## src/rtl/seq_multiplier_ctrl_pkg.sv

```systemverilog
// Shared definitions for the sequential shift-and-add multiplier controller:
// FSM state encoding and small helpers used by the control logic.
package seq_multiplier_ctrl_pkg;

  typedef enum logic [2:0] {
    IDLE   = 3'd0,
    NEG_A  = 3'd1,
    NEG_B  = 3'd2,
    MUL    = 3'd3,
    FIX_LO = 3'd4,
    FIX_HI = 3'd5,
    DONE   = 3'd6
  } state_e;

  // An operand needs negating only when signed and its MSB is set.
  function automatic logic needs_neg(input logic sm, input logic msb);
    return sm & msb;
  endfunction

endpackage

```

## src/rtl/seq_multiplier_ctrl_cla.sv

```systemverilog
// WIDTH-bit carry-lookahead adder with optional inversion of the b operand,
// time-shared by every arithmetic step of the multiplier.
module seq_multiplier_ctrl_cla #(
  parameter int WIDTH = 8
) (
  input  logic [WIDTH-1:0] a,
  input  logic [WIDTH-1:0] b,
  input  logic             cin,
  input  logic             inv_b,
  output logic [WIDTH-1:0] sum,
  output logic             cout
);

  logic [WIDTH-1:0] bx;
  logic [WIDTH-1:0] g;
  logic [WIDTH-1:0] p;
  logic [WIDTH:0]   c;

  always_comb begin
    bx   = inv_b ? ~b : b;
    g    = a & bx;
    p    = a ^ bx;
    c    = '0;
    c[0] = cin;
    for (int i = 0; i < WIDTH; i++) begin
      c[i+1] = g[i] | (p[i] & c[i]);
    end
    sum  = p ^ c[WIDTH-1:0];
    cout = c[WIDTH];
  end

endmodule

```

## src/rtl/seq_multiplier_ctrl.sv

```systemverilog
// Multi-cycle shift-and-add multiplier: sign-magnitude conversion, WIDTH add/shift
// iterations and a final two-word negate, all through one shared adder.
module seq_multiplier_ctrl
  import seq_multiplier_ctrl_pkg::*;
#(
  parameter int WIDTH = 8
) (
  input  logic                 clk,
  input  logic                 reset,
  input  logic                 start,
  input  logic                 signed_mode,
  input  logic [WIDTH-1:0]     x,
  input  logic [WIDTH-1:0]     y,
  output logic                 busy,
  output logic                 done,
  output logic [2*WIDTH-1:0]   product
);

  localparam int CNT_W = $clog2(WIDTH);
  localparam logic [CNT_W-1:0] CNT_LAST = CNT_W'(WIDTH - 1);

  state_e               state_q, state_d;
  logic [WIDTH-1:0]     a_q, a_d;
  logic [WIDTH-1:0]     mq_q, mq_d;
  logic [WIDTH-1:0]     hi_q, hi_d;
  logic [CNT_W-1:0]     cnt_q, cnt_d;
  logic                 sm_q, sm_d;
  logic                 sign_q, sign_d;
  logic                 brw_q, brw_d;
  logic [2*WIDTH-1:0]   product_q, product_d;

  logic [WIDTH-1:0]     add_a, add_b, add_sum;
  logic                 add_cin, add_inv, add_cout;

  seq_multiplier_ctrl_cla #(.WIDTH(WIDTH)) u_cla (
    .a     (add_a),
    .b     (add_b),
    .cin   (add_cin),
    .inv_b (add_inv),
    .sum   (add_sum),
    .cout  (add_cout)
  );

  always_comb begin
    state_d   = state_q;
    a_d       = a_q;
    mq_d      = mq_q;
    hi_d      = hi_q;
    cnt_d     = cnt_q;
    sm_d      = sm_q;
    sign_d    = sign_q;
    brw_d     = brw_q;
    product_d = product_q;
    add_a     = '0;
    add_b     = '0;
    add_cin   = 1'b0;
    add_inv   = 1'b0;
    case (state_q)
      IDLE: begin
        if (start) begin
          a_d     = x;
          mq_d    = y;
          sm_d    = signed_mode;
          sign_d  = signed_mode & (x[WIDTH-1] ^ y[WIDTH-1]);
          state_d = NEG_A;
        end
      end
      NEG_A: begin
        add_b   = a_q;
        add_inv = 1'b1;
        add_cin = 1'b1;
        if (needs_neg(sm_q, a_q[WIDTH-1])) a_d = add_sum;
        state_d = NEG_B;
      end
      NEG_B: begin
        add_b   = mq_q;
        add_inv = 1'b1;
        add_cin = 1'b1;
        if (needs_neg(sm_q, mq_q[WIDTH-1])) mq_d = add_sum;
        hi_d    = '0;
        cnt_d   = '0;
        state_d = MUL;
      end
      MUL: begin
        // Carry-out becomes the new MSB of the high word as the pair shifts right.
        add_a = hi_q;
        add_b = mq_q[0] ? a_q : '0;
        hi_d  = {add_cout, add_sum[WIDTH-1:1]};
        mq_d  = {add_sum[0], mq_q[WIDTH-1:1]};
        cnt_d = cnt_q + CNT_W'(1);
        if (cnt_q == CNT_LAST) state_d = FIX_LO;
      end
      FIX_LO: begin
        add_b   = mq_q;
        add_inv = 1'b1;
        add_cin = 1'b1;
        if (sign_q) begin
          mq_d  = add_sum;
          brw_d = add_cout;
        end
        state_d = FIX_HI;
      end
      FIX_HI: begin
        // Product is loaded here so it is already valid in the DONE cycle.
        add_a   = ~hi_q;
        add_cin = brw_q;
        if (sign_q) hi_d = add_sum;
        product_d = {hi_d, mq_q};
        state_d   = DONE;
      end
      DONE:    state_d = IDLE;
      default: state_d = IDLE;
    endcase
  end

  always_ff @(posedge clk) begin
    if (reset) begin
      state_q   <= IDLE;
      a_q       <= '0;
      mq_q      <= '0;
      hi_q      <= '0;
      cnt_q     <= '0;
      sm_q      <= 1'b0;
      sign_q    <= 1'b0;
      brw_q     <= 1'b0;
      product_q <= '0;
    end else begin
      state_q   <= state_d;
      a_q       <= a_d;
      mq_q      <= mq_d;
      hi_q      <= hi_d;
      cnt_q     <= cnt_d;
      sm_q      <= sm_d;
      sign_q    <= sign_d;
      brw_q     <= brw_d;
      product_q <= product_d;
    end
  end

  assign busy    = (state_q != IDLE);
  assign done    = (state_q == DONE);
  assign product = product_q;

endmodule
```

## config.mk

```make
export PLATFORM = sky130hd
export DESIGN_NAME = seq_multiplier_ctrl
export DESIGN_NICKNAME = d
export VERILOG_FILES = /design/src/rtl/seq_multiplier_ctrl_pkg.sv /design/src/rtl/seq_multiplier_ctrl_cla.sv /design/src/rtl/seq_multiplier_ctrl.sv
export SDC_FILE = /design/constraint.sdc
export NUM_CORES = 1
export LEC_CHECK = 0
export CELL_PAD_IN_SITES_DETAIL_PLACEMENT = 1
export CELL_PAD_IN_SITES_GLOBAL_PLACEMENT = 1
export CORE_MARGIN = 2
export CORE_UTILIZATION = 43
export CTS_BUF_LIST = sky130_fd_sc_hd__clkbuf_16
export DETAILED_ROUTE_END_ITERATION = 16
export PLACE_DENSITY_LB_ADDON = 0.1
export SYNTH_ARGS = -nofsm -noshare
export SYNTH_HDL_FRONTEND = slang
export SYNTH_SLANG_ARGS = --single-unit
```

## constraint.sdc

```tcl
create_clock -name clk -period 13.4 [get_ports clk]
set_input_delay 2.01 -clock clk [delete_from_list [all_inputs] [get_ports clk]]
set_output_delay 2.01 -clock clk [all_outputs]
set_load 0.005 [all_outputs]
```

# [Word level (Yosys, flattened, before mapping)]
# Index checks and enable logic that the tools add are counted.
[totals] ff_bits=49 input_bits=20
[op_classes] add_sub_neg=1 n_eq_ne=12 muxes=19 n_bitwise=25 n_reduce_logical=13
[op_table] operator="8-bit two-way mux" n=8
[op_table] operator="8-bit one-hot mux with 3 select lines" n=2
[op_table] operator="8-bit one-hot mux with 2 select lines" n=2
[op_table] operator="8-bit one-hot mux with 4 select lines" n=1
[op_table] operator="3-bit one-hot mux with 6 select lines" n=1
[op_table] operator="8-bit inverter" n=2
[op_table] operator="8-bit XOR" n=2
[op_table] operator="3-bit == test (second input constant)" n=4
[op_table] operator="1-bit bitwise AND" n=11
[op_table] operator="2-bit inequality test (second input constant)" n=5
[op_table] operator="8-bit bitwise AND" n=1
[op_table] operator="1-bit bitwise OR" n=8
[op_table] operator="3-bit by 2-bit == test with 1-bit output (second input constant)" n=2
[op_table] operator="3-bit two-way mux" n=2
[op_table] operator="3-bit one-hot mux with 2 select lines" n=1
[op_table] operator="2-bit AND reduction" n=3
[op_table] operator="3-bit nonzero test" n=2
[op_table] operator="4-bit AND reduction" n=1
[op_table] operator="2-bit nonzero test" n=2
[op_table] operator="4-bit nonzero test" n=1
[op_table] operator="3-bit by 1-bit adder with 3-bit output (second input constant)" n=1
[op_table] operator="3-bit by 1-bit == test with 1-bit output (second input constant)" n=1
[op_table] operator="3-bit zero test" n=1
[op_table] operator="3-bit AND reduction" n=1
[op_table] operator="5 further kinds" n=5

# [Logic depth before layout (Yosys ltp)]
[logic_depth] word_depth=23 mapped_depth=19 ltp_nobuf=17

# [By module]
# Synthesis repeated with hierarchy kept, for this count alone.
[hier_totals] cells_unflattened=347 area_unflattened_um2=2877.8
[by_module_without_submodules] mod="seq_multiplier_ctrl" instances=1 cells_each=316 area_per_inst_um2=2576.2 seq_area_each_um2=980.9
[by_module_without_submodules] mod="seq_multiplier_ctrl_cla" instances=1 cells_each=31 area_per_inst_um2=301.5 seq_area_each_um2=0.0

# [Worst setup path after synthesis]
# OpenSTA, ideal clock, no wires.
[synth_timing] path_kind="register -> register" from="register state_q[1]" to="register mq_q[7]" t_arrival_ps=4664 required_time_ps=13260 path_slack_ps=8596 stages_incl_launch_ff=18 period_less_slack_ps=4804 path_cell_list="dfxtp_1 -> buf_6 -> nor2b_1 -> and2_1 -> buf_2 -> buf_2 -> a21oi_1 -> fa_1 -> inv_1 -> fa_1 -> fa_1 -> fa_1 -> fa_1 -> fa_1 -> fa_1 -> fa_1 -> o32ai_1 -> o32ai_2"
[synth_between] elab_chain_len=23 word_cells_on_any_way=39
[synth_rtl] item="from (decl)" line="seq_multiplier_ctrl.sv:22" rtl="state_e state_q, state_d;"
[synth_rtl] item="from (signal assigned)" line="seq_multiplier_ctrl.sv:128" rtl="state_q <= state_d;"
[synth_rtl] item="3-bit == test / 3-bit by 2-bit == test with 1-bit output (equally long branches)" line="seq_multiplier_ctrl.sv:58" rtl="case (state_q)"
[synth_rtl] item="2-bit OR reduction (no line)"
[synth_rtl] item="8-bit one-hot mux with 3 select lines" line="seq_multiplier_ctrl.sv:58"
[synth_rtl] item="8-bit inverter" line="seq_multiplier_ctrl_cla.sv:20" rtl="bx = inv_b ? ~b : b;"
[synth_rtl] item="8-bit two-way mux" line="seq_multiplier_ctrl_cla.sv:20"
[synth_rtl] item="8-bit XOR" line="seq_multiplier_ctrl_cla.sv:22" rtl="p = a ^ bx;"
[synth_rtl] item="1-bit bitwise AND" line="seq_multiplier_ctrl_cla.sv:26" rtl="c[i+1] = g[i] | (p[i] & c[i]);"
[synth_rtl] item="1-bit bitwise OR" line="seq_multiplier_ctrl_cla.sv:26"
[synth_rtl] item="[... 7 more ...]"
[synth_rtl] item="1-bit bitwise OR" line="seq_multiplier_ctrl_cla.sv:26"
[synth_rtl] item="1-bit bitwise AND" line="seq_multiplier_ctrl_cla.sv:26"
[synth_rtl] item="1-bit bitwise OR" line="seq_multiplier_ctrl_cla.sv:26"
[synth_rtl] item="1-bit bitwise AND" line="seq_multiplier_ctrl_cla.sv:26"
[synth_rtl] item="1-bit bitwise OR" line="seq_multiplier_ctrl_cla.sv:26"
[synth_rtl] item="8-bit XOR" line="seq_multiplier_ctrl_cla.sv:28" rtl="sum = p ^ c[WIDTH-1:0];"
[synth_rtl] item="8-bit two-way mux (on tied branches)" line="seq_multiplier_ctrl.sv:97, seq_multiplier_ctrl.sv:79"
[synth_rtl] item="8-bit one-hot mux with 4 select lines" line="seq_multiplier_ctrl.sv:58"
[synth_rtl] item="to (signal assigned)" line="seq_multiplier_ctrl.sv:130" rtl="mq_q <= mq_d;"
[synth_rtl] item="to (decl)" line="seq_multiplier_ctrl.sv:24" rtl="logic [WIDTH-1:0] mq_q, mq_d;"
# Several ways; a longest one is shown, not always the timed one. The select of a mux whose other input is x is not followed.
# A chain may end at the register's enable or synchronous reset.

# [Worst setup path in the final report]
[layout_timing] from="register state_q[0]" to="register mq_q[7]"
# Same word-level chain as after synthesis.

==> run_results.csv <==
group,metric,value,unit
outcome,outcome,"finished clean",
hold_path,hold_path.class,"flip-flop to flip-flop",
floorplanning,start_util,44.4,%
floorplanning,coreArea,6350,um2
timing,tightest_slew,0.988,ns
setup_path,worstPathRequired,13.55,ns
clock_tree,clk_path_buf_depth,2,
synth,syn_area,2820,um2
setup_path,r2r_slack,8.00,ns
power,p_per_area,114,nW/um2
clock_tree,cts_setup_buffers,0,
clock_tree,clk_transition_reported_paths,0.07,ns
grt,first_global_vias,2798,
synth,synthCells,368,
power,switching_share,29.3,%
timing,final_max_slew_viol_count,0,
synth,synthAdderAreaFrac,6.57,%
route,wl_per_cell,18.1,um
power,power_frac_clock,38.0,%
setup_path,arrival,5.55,ns
finish,layout_common_cells,"nand2_1, dfxtp_1, a21oi_1",
route,ant_nets,0,
grt,grt-ovfl-total,0,
power,fin_total_pwr,0.000381,W
clock_tree,htreeDepth,2,
synth,synth_top_family_by_area,"simple AND/OR/NAND/NOR gates",
finish,multi_input_area,1680,um2
setup_path,crit_path_start_kind,"flip-flop",
timing,max_freq,0.185,GHz
synth,synth_ff_type,"dfxtp_1",
timing,hold_viol,0,
route,drc,0,
timing,period_share,40.3,%
setup_path,r2r_start,"state_q[0]",
clock_tree,numCtsBuffers,5,
finish,ff_latch_area,981,um2
timing,rsz0062_at_grt,"no",
setup_path,path_max_fanout,22,
route,viasPerCell,5.92,
clock_tree,clockRootBuffer,"clkbuf_16",
hold_path,min_path_cells,2,
grt,grt_pass1_wl,13900,um
synth,ys_types,42,
synth,synth_area_leaders,"dfxtp_1, nand2_1, a21oi_1",
setup_path,rr_worst_depth,16,
placement,place_hpwl,5700,um
clock_tree,cts_tree,"done",
synth,synth_xor_area_share,1.47,%
clock_tree,cts.sinks,49,
timing,final.setup.tns,0,ns
floorplanning,die_y,84.9,um
synth,synth_compound_area_share,23.5,%
synth,synth_top_area_share,34.8,%
finish,fillers,771,
synth,synthMuxAreaShare,3.47,%
grt,grt_util_all_layers,23.8,%
hold_path,worstHoldStart,"product[5]",
grt,grt_max_degree,51,
synth,yosys.area_share.simple,24.6,%
placement,gp_congestion,0.854,
power,leakage,1.18,nW
synth,ys_warn_count,0,
route,wl_met1,3830,um
finish,final_nets,415,
synth,syn-num-nets,398,
floorplanning,num_rows,29,
floorplanning,die_width,84.9,um
clock_tree,clock_latency,0.30,ns
power,pwr-share-comb,19.2,%
timing,setup_viol,0,
synth,ys_seq_elements,49,
grt,grt_antenna_before_repair,0,
synth,netlist.top_cell.by_area,"dfxtp_1",
route,dr_wl_met3,356,um
route,first_pass_iters,4,
hold_path,worst_hold_path.endpoint,"product[5]",
setup_path,reg2reg_to,"mq_q[7]",
timing,period_needed,5.40,ns
route,drt_iter0_drc,188,
floorplanning,die-area,7210,um2
power,irDropWorstVdd,0.0640,mV
route,routed.top_layer,"met4",
finish,layout.cells.most_common,"nand2_1",
timing,fin_skew,0.00696,ns
route,wl,8360,um
finish,n_antenna_cell,0,
floorplanning,io_pins,38,
placement,port_buffers,37,
clock_tree,post_cts_resized,0,
finish,drive_gt1_share,5.44,%
route,wl_met2,4000,um
flow_run,maxCapViolCount,0,
synth,synth.avg_cell_area,7.65,um2
synth,async_reset_ff_share,0,%
clock_tree,hold_buffers,0,
finish,synthToLayoutAreaGrowth,18.4,%
route,vias,2740,
synth,seq_area_frac_synth,34.8,%
setup_path,crit_path_end_kind,"flip-flop",
timing,max_slew_margin,34.0,%
setup_path,worstSetupPathType,"flip-flop to flip-flop",
power,power.share.sequential,42.8,%
power,switchingPower,0.000111,W
synth,synth_edf_count,0,
power,p_int,0.000269,W
kinds of logic after synthesis:
| group | count (synthesis) |
|---|---|
| muxes | 9 |
| adders and majority gates | 10 |
| DFF | 49 |
| xor gates and xnor gates | 3 |
| AOI/OAI and AO/OA | 108 |
| and+or+nand+nor | 155 |
| buffers and inverters | 34 |
metal layers:
metal / vias up / global-route usage, %
met5: - / 0
met4: 0 / 7.65
met3: 18 / 5.25
met2: 61 / 39.4
met1: 1331 / 31.1
li1: 1330 / -
per-stage QoR:
stage / worst slack, ns / utilization, % / instances / cell area [um2] / hold WS (ns)
2_1_floorplan: 8.60 / - / 368 / 2820 / 0.436
3_3_place_gp: 8.23 / 49.9 / 455 / 3170 / 0.444
3_5_place_dp: 8.04 / 49.9 / 455 / 3170 / 0.451
4_1_cts: 8.01 / 52.5 / 463 / 3330 / 0.461
5_1_grt: 7.63 / 52.5 / 463 / 3330 / 0.477
6_report: 8.00 / 52.5 / 463 / 3330 / 0.455
cell type report:
type,instances,share of cell area [%]
timing repair buffer,41,12.0
clock inverter,3,1.24
clock buffer,5,3.75
sequential,49,29.4
tap,77,2.89
inverter,3,0.338
multi-input combinational,285,50.4
synthesized netlist by cell type (2+ instances only):
cell type and instances:
nor2_1 28, nand2_1 69, ha_1 2, o311a_1 2, inv_1 3, nor3_1 14
a311oi_1 7, o21ai_0 25, nand3_1 15, mux2_2 6, nand2b_1 14, o22ai_1 13
nor2b_1 4, dfxtp_1 49, o32ai_1 2, or3_1 7, a22oi_1 2, fa_1 8
a21oi_1 39, mux2i_1 3, o211ai_1 2, clkbuf_1 15, buf_2 14, a31oi_1 7
power by group through the flow:
stage          Sequential (W)  Clock, W  Combinational [W]
2_1_floorplan        0.000161         0          0.0000512
4_1_cts              0.000163  0.000147          0.0000722
6_report             0.000163  0.000145          0.0000731
3_5_place_dp         0.000166         0          0.0000716
5_1_grt              0.000164  0.000150          0.0000803
3_3_place_gp         0.000166         0          0.0000699
how the worst max path moves through the flow:
| stage | start | endpoint | slack [ns] |
|---|---|---|---|
| 3_5_place_dp | state_q[2] | mq_q[7] | 8.04 |
| 5_1_grt | state_q[0] | hi_q[7] | 7.63 |
| 6_report | state_q[0] | mq_q[7] | 8.00 |
| 4_1_cts | state_q[2] | hi_q[7] | 8.01 |
| 2_1_floorplan | state_q[1] | mq_q[7] | 8.60 |
| 3_3_place_gp | state_q[0] | mq_q[7] | 8.23 |
registers in the layout (all words and copies together), names as in the netlist:
register and flops:
mq_q 8, product 16, cnt_q 3, state_q 3, hi_q 8, sm_q 1, a_q 8, brw_q 1
sign_q 1
critical path, cell delays in order, from the launching register on:
cell	delay, ns
dfxtp_1	0.59
buf_4	0.33
nand2b_1	0.32
nor2_1	0.07
a21oi_1	0.15
o22a_1	0.18
fa_1	0.19
inv_1	0.05
fa_1	0.37
fa_1	0.40
fa_1	0.40
fa_1	0.39
fa_1	0.39
fa_1	0.39
fa_1	0.54
o32ai_1	0.36
o32ai_2	0.12
(Power assumes the default switching activity.)
==> variant: new RTL, config.mk and constraints unchanged <==
`WIDTH` is set to 8 in 2 places; all go to 4.
--- a/src/rtl/seq_multiplier_ctrl_cla.sv
+++ b/src/rtl/seq_multiplier_ctrl_cla.sv
@@ -3,3 +3,3 @@
 module seq_multiplier_ctrl_cla #(
-  parameter int WIDTH = 8
+  parameter int WIDTH = 4
 ) (
--- a/src/rtl/seq_multiplier_ctrl.sv
+++ b/src/rtl/seq_multiplier_ctrl.sv
@@ -5,3 +5,3 @@
 #(
-  parameter int WIDTH = 8
+  parameter int WIDTH = 4
 ) (
Interface: changed (resized product, x and y); port bits go from 38 to 22. The function was not compared with the original's and may differ.
==> variant against the original RTL <==
- cell area down 43%
- global-route usage down 0.30 points
- critical path type is now reg -> out
- hold slack better by 0.0028 ns
- count of clock-buffer cells in the layout down 2
- sequential cell count down 21
- non-clock buffer count down 20
- setup slack better by 1.2 ns
- total power down 46%
- synthesized area down 42%
- routed wire length down 45%
==> variant: results (changes against the original RTL) <==
Timing
The worst hold slack after final layout was 0.458 ns (+0.00282 ns). The clock skew is 0.00176 ns (-0.00520 ns). The shortest period the worst path allows is 4.19 ns (-1.20 ns).

Synth
In the post-synthesis netlist, the biggest area contributors are sky130_fd_sc_hd__dfxtp_1, sky130_fd_sc_hd__nand2_1, sky130_fd_sc_hd__a21oi_1. The multiplexer area fraction after synthesis is 2.05% (-1.4 points). By count the netlist is led by sky130_fd_sc_hd__nand2_1, sky130_fd_sc_hd__dfxtp_1, sky130_fd_sc_hd__nor2_1, sky130_fd_sc_hd__a21oi_1, sky130_fd_sc_hd__o21ai_0.

The adder-cell share of the synthesized area is 5.63% (-0.95 points). The number of nets in the synthesized netlist is 227 (-43%). The part of the Yosys area used for sequential elements is 34.1% (-0.76 points). The count of cell types in the netlist was 44 (+4.8%).

The post-synthesis compound-gate area fraction is 25.7% (+2.2 points). The share of the synthesized netlist area taken by xor and xnor gates was 1.52% (+0.055 points).

Clock network
The clock latency of the later-clocked register in the worst-skew pair is 0.26 ns (-0.04 ns). The clock buffer count from CTS is 3 (-2). The number of H-tree levels was 1 (-1).

Worst setup path
The endpoint identified for the worst register-to-register timing path is hi_q[3]. The beginning of the worst register-to-register path is state_q[1]. The worst endpoint data arrival time is 2.18 ns (-3.37 ns). The number of cell instances on the worst register-to-register path is 12 (-4).

The largest delay contributor family on the critical path is buffers and inverters. The startpoint of the worst setup timing path is state_q[2]. The capture point of the critical path is done. The critical path's largest stage delay is 0.82 ns (+0.23 ns).

The critical-path maximum fanout is 20 (-9.1%).

Power
The net switching power is 0.0590 mW (-47%). The part of the total power dissipated in combinational logic came to 19.9% (+0.7 points). The power in sequential cells is 0.0958 mW (-41%). The leakage power was 0.657 nW (-44%). The largest voltage drop on the vdd net is 80.4 uV (+26%).

Placed design
The post-place instance area is 1830 um^2 (-42%). The routability-driven placement congestion ratio is 0.790 (-7.6%). The final HPWL from detailed placement is 3.40 mm (-40%). The total instance count after detailed placement came to 265 (-42%). The placement-stage worst setup slack is 9.42 ns (+1.38 ns).

Detailed routing
The total routed wire length on the met1 layer was 2.06 mm (-46%). The routed via count is 1554 (-43%). The routed via count divided by cell count is 5.80 (-2.0%).

The detailed-routed wire length on met2 is 2.32 mm (-42%). The total routed wirelength is 4.59 mm (-45%). The number of DRC violations after detailed-routing iteration 0 is 95 (-49%).

GRT
The global-route wire length before repair is 7.80 mm (-44%). The pin count of the biggest net entering global routing was 30 (-41%). The met1 usage in global routing is 29.3% (-1.8 points).

The met3 usage in global routing is 4.43% (-0.82 points). The met2 usage is 42.3% (+2.9 points). The total routing resource utilization after global routing was 23.5% (-0.30 points).

Min path
In this run the most critical hold path is launched from product[0]. The worst hold path terminates at product[0].

Cells and area
The layout net count came to 239 (-42%). The number of filler cells placed in the layout is 480 (-38%). The number of flip-flops in the largest register is 8 (-8).

Status
The run finished with clean final reports.
[variant: cell count changes after synthesis, sizes merged, moves of 5 or more]
cell and change:
o22ai -8, nand3 -11, a21oi -19, o21ai -7, nor3 -11, clkbuf -12, nand2 -33, buf -5
nand2b -9, nor2 -5, or3 -6, dfxtp -21
[variant: through the flow]
step / total power [mW] / utilization [%]
2_1_floorplan: 0.125 / -
3_3_place_gp: 0.136 / 50.0
3_5_place_dp: 0.138 / 50.0
4_1_cts: 0.205 / 52.1
5_1_grt: 0.214 / 52.1
6_report: 0.204 / 52.1
[variant: layout make-up]
class / count / share of cell area (%)
Timing Repair Buffer: 21 / 11.0
Inverter: 6 / 1.31
Tap cell: 48 / 3.15
Sequential cell: 28 / 29.4
Clock buffer: 3 / 3.94
Multi-Input combinational cell: 162 / 51.1
